File: src/rtl/prim_pkg.sv
// Shared encodings and FIFO entry record for the primitive assembler.
// The entry record is sized by PRIM_VTX_W; prim_assembler's VTX_WIDTH must match it.
package prim_pkg;

    localparam int PRIM_VTX_W = 32;

    // PrimitiveType input codes
    localparam logic [3:0] PT_POINTS     = 4'd0;
    localparam logic [3:0] PT_LINES      = 4'd1;
    localparam logic [3:0] PT_TRIANGLES  = 4'd2;
    localparam logic [3:0] PT_LINE_STRIP = 4'd3;
    localparam logic [3:0] PT_TRI_STRIP  = 4'd4;

    // Prim_Type output codes
    localparam logic [1:0] OT_POINT = 2'd0;
    localparam logic [1:0] OT_LINE  = 2'd1;
    localparam logic [1:0] OT_TRI   = 2'd2;

    localparam logic [0:0] ST_IDLE     = 1'b0;
    localparam logic [0:0] ST_ASSEMBLE = 1'b1;

    typedef struct packed {
        logic [1:0]            ptype;
        logic [PRIM_VTX_W-1:0] v0;
        logic [PRIM_VTX_W-1:0] v1;
        logic [PRIM_VTX_W-1:0] v2;
    } prim_entry_t;

    function automatic logic type_valid(input logic [3:0] t);
        return (t <= PT_TRI_STRIP);
    endfunction

endpackage

File: src/rtl/prim_fifo.sv
// Synchronous show-ahead FIFO with occupancy count; async active-high reset.
// A push while full is accepted only when a pop happens in the same cycle.
module prim_fifo #(
    parameter int WIDTH = 8,
    parameter int DEPTH = 8
) (
    input  logic                       clk,
    input  logic                       rst,
    input  logic                       push,
    input  logic [WIDTH-1:0]           wdata,
    input  logic                       pop,
    output logic [WIDTH-1:0]           rdata,
    output logic [$clog2(DEPTH):0]     count,
    output logic                       empty,
    output logic                       full
);
    localparam int AW = $clog2(DEPTH);
    localparam int CW = AW + 1;

    logic [WIDTH-1:0] mem_q [DEPTH];
    logic [AW-1:0]    wr_ptr_q, wr_ptr_d;
    logic [AW-1:0]    rd_ptr_q, rd_ptr_d;
    logic [CW-1:0]    count_q, count_d;
    logic             do_push, do_pop;

    assign empty   = (count_q == '0);
    assign full    = (count_q == CW'(DEPTH));
    assign do_pop  = pop & ~empty;
    assign do_push = push & (~full | do_pop);

    always_comb begin
        wr_ptr_d = wr_ptr_q + AW'(do_push);
        rd_ptr_d = rd_ptr_q + AW'(do_pop);
        count_d  = count_q + CW'(do_push) - CW'(do_pop);
    end

    always_ff @(posedge clk or posedge rst) begin
        if (rst) begin
            wr_ptr_q <= '0;
            rd_ptr_q <= '0;
            count_q  <= '0;
        end else begin
            wr_ptr_q <= wr_ptr_d;
            rd_ptr_q <= rd_ptr_d;
            count_q  <= count_d;
        end
    end

    // Storage needs no reset: the head is only consumed while count is non-zero.
    always_ff @(posedge clk) begin
        if (do_push) mem_q[wr_ptr_q] <= wdata;
    end

    assign rdata = mem_q[rd_ptr_q];
    assign count = count_q;

endmodule

File: src/rtl/prim_assembler.sv
// Groups decoded vertices into points/lines/triangles and queues them for the rasterizer.
// Optional macro PRIM_STRIP_WINDING_EN: swap V0/V1 on every 2nd, 4th, ... triangle-strip triangle.
module prim_assembler
    import prim_pkg::*;
#(
    parameter int FIFO_DEPTH = 8,
    parameter int VTX_WIDTH  = PRIM_VTX_W
) (
    input  logic                 CLK,
    input  logic                 RESET,
    input  logic [VTX_WIDTH-1:0] Vertex,
    input  logic                 VertexValid,
    input  logic                 StartPrimitive,
    input  logic [3:0]           PrimitiveType,
    input  logic                 EndPrimitive,
    input  logic                 Draw,
    output logic                 Stall,
    output logic                 Prim_Valid,
    input  logic                 Prim_Ready,
    output logic [1:0]           Prim_Type,
    output logic [VTX_WIDTH-1:0] Prim_V0,
    output logic [VTX_WIDTH-1:0] Prim_V1,
    output logic [VTX_WIDTH-1:0] Prim_V2,
    output logic                 Frame_Done,
    output logic                 Err,
    output logic                 Overflow
);
    localparam int CW = $clog2(FIFO_DEPTH) + 1;

    logic [0:0]           state_q, state_d;
    logic [3:0]           ptype_q, ptype_d;
    logic [1:0]           cnt_q, cnt_d;
    logic [VTX_WIDTH-1:0] h0_q, h0_d, h1_q, h1_d, h2_q, h2_d;
    logic                 draw_pend_q, draw_pend_d;
    logic                 err_q, err_d;
    logic                 ovf_q, ovf_d;
`ifdef PRIM_STRIP_WINDING_EN
    logic                 odd_q, odd_d;
`endif

    prim_entry_t   ent, head;
    logic          push, pop, empty, full, frame_done;
    logic [CW-1:0] occ;

    always_comb begin
        state_d = state_q;
        ptype_d = ptype_q;
        cnt_d   = cnt_q;
        h0_d    = h0_q;
        h1_d    = h1_q;
        h2_d    = h2_q;
        err_d   = err_q;
        push    = 1'b0;
        ent     = '0;
`ifdef PRIM_STRIP_WINDING_EN
        odd_d   = odd_q;
`endif
        // StartPrimitive wins over any vertex in the same cycle.
        if (StartPrimitive) begin
            if (state_q == ST_ASSEMBLE) err_d = 1'b1;
            if (type_valid(PrimitiveType)) begin
                state_d = ST_ASSEMBLE;
                ptype_d = PrimitiveType;
                cnt_d   = '0;
                h0_d    = '0;
                h1_d    = '0;
                h2_d    = '0;
`ifdef PRIM_STRIP_WINDING_EN
                odd_d   = 1'b0;
`endif
            end else begin
                err_d   = 1'b1;
                state_d = ST_IDLE;
            end
        end else if (state_q == ST_IDLE) begin
            if (VertexValid || EndPrimitive) err_d = 1'b1;
        end else begin
            if (VertexValid) begin
                h0_d  = h1_q;
                h1_d  = h2_q;
                h2_d  = Vertex;
                cnt_d = (cnt_q == 2'd3) ? 2'd3 : cnt_q + 2'd1;
                // cnt_q counts vertices already held, before this one.
                case (ptype_q)
                    PT_POINTS: begin
                        push = 1'b1;
                        ent  = '{ptype: OT_POINT, v0: h2_d, v1: '0, v2: '0};
                    end
                    PT_LINES: if (cnt_q == 2'd1) begin
                        push  = 1'b1;
                        cnt_d = '0;
                        ent   = '{ptype: OT_LINE, v0: h1_d, v1: h2_d, v2: '0};
                    end
                    PT_TRIANGLES: if (cnt_q == 2'd2) begin
                        push  = 1'b1;
                        cnt_d = '0;
                        ent   = '{ptype: OT_TRI, v0: h0_d, v1: h1_d, v2: h2_d};
                    end
                    PT_LINE_STRIP: if (cnt_q >= 2'd1) begin
                        push = 1'b1;
                        ent  = '{ptype: OT_LINE, v0: h1_d, v1: h2_d, v2: '0};
                    end
                    PT_TRI_STRIP: if (cnt_q >= 2'd2) begin
                        push = 1'b1;
                        ent  = '{ptype: OT_TRI, v0: h0_d, v1: h1_d, v2: h2_d};
`ifdef PRIM_STRIP_WINDING_EN
                        odd_d = ~odd_q;
                        if (odd_q) begin
                            ent.v0 = h1_d;
                            ent.v1 = h0_d;
                        end
`endif
                    end
                    default: ;
                endcase
            end
            if (EndPrimitive) state_d = ST_IDLE;
        end
    end

    assign frame_done  = draw_pend_q & (state_q == ST_IDLE) & empty;
    assign draw_pend_d = frame_done ? 1'b0 : (draw_pend_q | Draw);
    assign ovf_d       = ovf_q | (push & full & ~pop);

    always_ff @(posedge CLK or posedge RESET) begin
        if (RESET) begin
            state_q     <= ST_IDLE;
            ptype_q     <= '0;
            cnt_q       <= '0;
            h0_q        <= '0;
            h1_q        <= '0;
            h2_q        <= '0;
            draw_pend_q <= 1'b0;
            err_q       <= 1'b0;
            ovf_q       <= 1'b0;
`ifdef PRIM_STRIP_WINDING_EN
            odd_q       <= 1'b0;
`endif
        end else begin
            state_q     <= state_d;
            ptype_q     <= ptype_d;
            cnt_q       <= cnt_d;
            h0_q        <= h0_d;
            h1_q        <= h1_d;
            h2_q        <= h2_d;
            draw_pend_q <= draw_pend_d;
            err_q       <= err_d;
            ovf_q       <= ovf_d;
`ifdef PRIM_STRIP_WINDING_EN
            odd_q       <= odd_d;
`endif
        end
    end

    assign pop = ~empty & Prim_Ready;

    prim_fifo #(
        .WIDTH($bits(prim_entry_t)),
        .DEPTH(FIFO_DEPTH)
    ) u_fifo (
        .clk  (CLK),
        .rst  (RESET),
        .push (push),
        .wdata(ent),
        .pop  (pop),
        .rdata(head),
        .count(occ),
        .empty(empty),
        .full (full)
    );

    // Head fields are gated so an empty FIFO shows all zeros.
    assign Prim_Valid = ~empty;
    assign Prim_Type  = empty ? 2'd0 : head.ptype;
    assign Prim_V0    = empty ? '0 : head.v0;
    assign Prim_V1    = empty ? '0 : head.v1;
    assign Prim_V2    = empty ? '0 : head.v2;
    assign Stall      = (occ >= CW'(FIFO_DEPTH - 1));
    assign Frame_Done = frame_done;
    assign Err        = err_q;
    assign Overflow   = ovf_q;

endmodule

File: config.mk
export PLATFORM = sky130hd
export DESIGN_NAME = prim_assembler
export DESIGN_NICKNAME = d
export VERILOG_FILES = /design/src/rtl/prim_pkg.sv /design/src/rtl/prim_fifo.sv /design/src/rtl/prim_assembler.sv
export SDC_FILE = /design/constraint.sdc
export NUM_CORES = 1
export LEC_CHECK = 0
export CAP_MARGIN = 20
export CORE_MARGIN = 2
export CORE_UTILIZATION = 55
export DETAILED_ROUTE_END_ITERATION = 8
export GPL_ROUTABILITY_DRIVEN = 0
export PLACE_DENSITY = 0.76
export SETUP_SLACK_MARGIN = 0.5
export SLEW_MARGIN = 20
export SYNTH_ARGS = -nofsm -noshare
export SYNTH_HDL_FRONTEND = slang
export SYNTH_SLANG_ARGS = --single-unit
File: constraint.sdc
create_clock -name CLK -period 11.7 [get_ports CLK]
set_clock_uncertainty 0.15 [all_clocks]
set_input_delay 2.34 -clock CLK [delete_from_list [all_inputs] [get_ports CLK]]
set_output_delay 2.34 -clock CLK [all_outputs]
set_load 0.05 [all_outputs]
==> flow_summary.json <==
{
  "fin_tns_setup_ns": 0,
  "synth_top_cell_by_area": "edfxtp_1",
  "core_area_um2": 61900,
  "tightestPinTransition_ns": 1.13,
  "cts_tree": "built",
  "reg2reg_depth": 7,
  "wl_per_cell_um": 27.1,
  "intPower_mw": 5.83,
  "cts_num_sinks": 868,
  "ioPinCount": 146,
  "crit_type": "reg2out",
  "syn_nets": 1855,
  "cts_resized": 0,
  "slew_viol_final": 0,
  "cts_setup_buffers": 0,
  "hold_viol_final": 0,
  "yosysWarnings": 0,
  "clk_latency_ns": 0.65,
  "nNetsFinal": 2007,
  "port_buffers": 145,
  "fmax_mhz": 143,
  "hold_path_class": "reg2reg",
  "dieHeight_um": 255,
  "synth.most_common_cell": "edfxtp_1",
  "cap_violations": 0,
  "synth_top_cell_area_share_pct": 68.2,
  "synthTopCellsByArea": "edfxtp_1, mux4_2, dfrtp_1",
  "netlist-cell-type-count": 48,
  "antenna_found_initial": 1,
  "async_flop_share_pct": 9.68,
  "tritoncts.num_buffers": 82,
  "track_usage_pct": 24.4,
  "setup_viol": 0,
  "status": "complete, no violations",
  "r2r_setup_slack_ns": 6.86,
  "rows": 91,
  "clock_tree.buffer_depth": 3,
  "grt_pass1_wl_mm": 115,
  "synth_area_per_cell_um2": 19.2,
  "synth_area_um2": 34500,
  "power_density_nw_per_um2": 216,
  "firstDrtPassIters": 7,
  "die_x_um": 255,
  "drive_above_1_share_pct": 18.7,
  "post-place-ws_ns": 4.51,
  "root_buffer": "clkbuf_16",
  "vdd_drop_max_mv": 0.189,
  "clkTransAtPathRegs_ns": 0.06,
  "seq_power_share_pct": 41.4,
  "switching_share_pct": 31.7,
  "critPathMaxFanout": 70,
  "post-route-period-util_pct": 59.6,
  "synthTopCellsByCount": "edfxtp_1, mux4_2, nand2_1",
  "vias": 17985,
  "final_cells": 2856,
  "p_comb_share_pct": 28.0,
  "whs_ns": 0.331,
  "synth_edf_count": 784,
  "die_area_um2": 64800,
  "drt_iter0_markers": 1918,
  "hold_buffers": 0,
  "rsz0062_at_grt": "no",
  "synthToLayoutAreaGrowth_pct": 14.6,
  "fin_ws_ns": 4.73,
  "clkPwrFrac_pct": 30.7,
  "ys_ff_latch": 868,
  "ys_seq_area_share_pct": 74.3,
  "totalWireLength_mm": 77.5,
  "detailed_place_hpwl_mm": 43.2,
  "detail-route-antenna-nets": 0,
  "end_kind": "output pin",
  "timing.rr.end": "u_fifo.mem_q[2][83]",
  "critPathArrivalTime_ns": 4.48,
  "htree_levels": 3,
  "crit_start": "u_fifo.rd_ptr_q[1]",
  "crit_end": "Prim_V0[10]",
  "r2r-start": "state_q",
  "drc_errors": 0,
  "ys.flop_type": "edfxtp_1",
  "grt_max_degree": 79,
  "grt_remaining_overflow": 0,
  "p_sw_mw": 2.70,
  "post-route-min-period_ns": 6.97,
  "first_global_vias": 18046,
  "startpoint_type": "register",
  "cp.required_ns": 9.21,
  "placed_cells_incl_taps": 2699,
  "p_total_mw": 8.54,
  "relSlewSlack_pct": 24.3,
  "synth_cells": 1796,
  "hold_path_depth": 2,
  "p_leak_nw": 13.7,
  "initial_core_util_pct": 55.7,
  "vias_per_cell": 6.30
}
-- stage by stage --
step | util, % | area, µm²
after floorplan | - | 34500
after global placement | 59.4 | 36800
after detailed placement | 59.5 | 36800
after CTS | 63.8 | 39500
after global routing | 63.9 | 39600
final | 63.9 | 39600
-- kinds of logic (layout without fill, tap and decap cells) --
logic type                 Yosys count  in the layout  share of synthesized area (%)
and+or+nand+nor                    383            383                           5.05
muxes                              295            295                           15.7
buffers and inverters              126            348                           1.73
DFF                                868            868                           74.3
AOI/OAI and AO/OA                  103            103                           2.55
adders and majority gates           16             16                          0.602
other                                0              1                              0
xor gates and xnor gates             5              5                          0.127
-- critical path, stage by stage (launching register included) --
cell             delay, ns
dfrtp_4               1.17
buf_4                 0.67
buf_12                0.32
mux4_2                0.34
mux2i_1               0.38
nor2_1                0.11
clkdlybuf4s50_1       0.75
-- power groups by stage --
stage / logic, mW / clock network, mW / registers, mW
finish: 2.39 / 2.62 / 3.53
global route: 2.52 / 2.77 / 3.55
CTS: 2.39 / 2.66 / 3.56
detailed placement: 2.38 / 0 / 3.62
global placement: 2.37 / 0 / 3.62
floorplan: 1.81 / 0 / 3.47
-- per-layer routing --
layer	up-vias	global-route usage (%)	share of wire (%)
met5	-	0	0
met4	0	8.54	2.8
met3	135	4.88	8.7
met2	945	39.0	49
met1	9406	34.1	39
li1	7499	-	-
-- registers in the layout, summed over array words and instances, names as in the netlist --
| name | count |
|---|---|
| Err | 1 |
| Overflow | 1 |
| cnt_q | 2 |
| draw_pend_q | 1 |
| h1_q | 32 |
| h2_q | 32 |
| ptype_q | 4 |
| state_q | 1 |
| u_fifo.count | 4 |
| u_fifo.mem_q | 784 |
| u_fifo.rd_ptr_q | 3 |
| u_fifo.wr_ptr_q | 3 |
-- cell usage in the layout (no fill, tap or decap), drive strengths merged, types with 2 or more instances in the layout --
master,n
a221o,8
a22o,32
a22oi,24
and2,35
and3,8
buf,37
bufinv,6
clkbuf,110
clkdlybuf4s50,145
clkinv,30
clkinvlp,5
dfrtp,84
edfxtp,784
ha,15
inv,15
mux2i,98
mux4,196
nand2,139
nand2b,5
nand3,68
nand3b,3
nor2,107
nor2b,4
nor3b,2
nor4,4
nor4b,5
o21ai,4
o2bb2ai,25
o32a,2
xor2,4
-- how the worst min path moves through the flow --
| stage | from | to | slack, ns |
|---|---|---|---|
| floorplan | draw_pend_q | draw_pend_q | 0.31 |
| global placement | Err | Err | 0.31 |
| detailed placement | Overflow | Overflow | 0.31 |
| CTS | Overflow | Overflow | 0.33 |
| global route | Overflow | Overflow | 0.36 |
| finish | Overflow | Overflow | 0.33 |
-- final cells by class --
| class | instances | area, µm² |
|---|---|---|
| well taps | 837 | 1050 |
| clock buffers | 110 | 2270 |
| fillers | 4115 | 22400 |
| clock inverters | 44 | 413 |
| repair buffers | 182 | 1770 |
| multi-input cells | 802 | 8360 |
| flip-flops and latches | 868 | 25700 |
| inverters | 12 | 46.3 |
| diodes | 1 | 2.50 |
(Power assumes the default switching activity.)
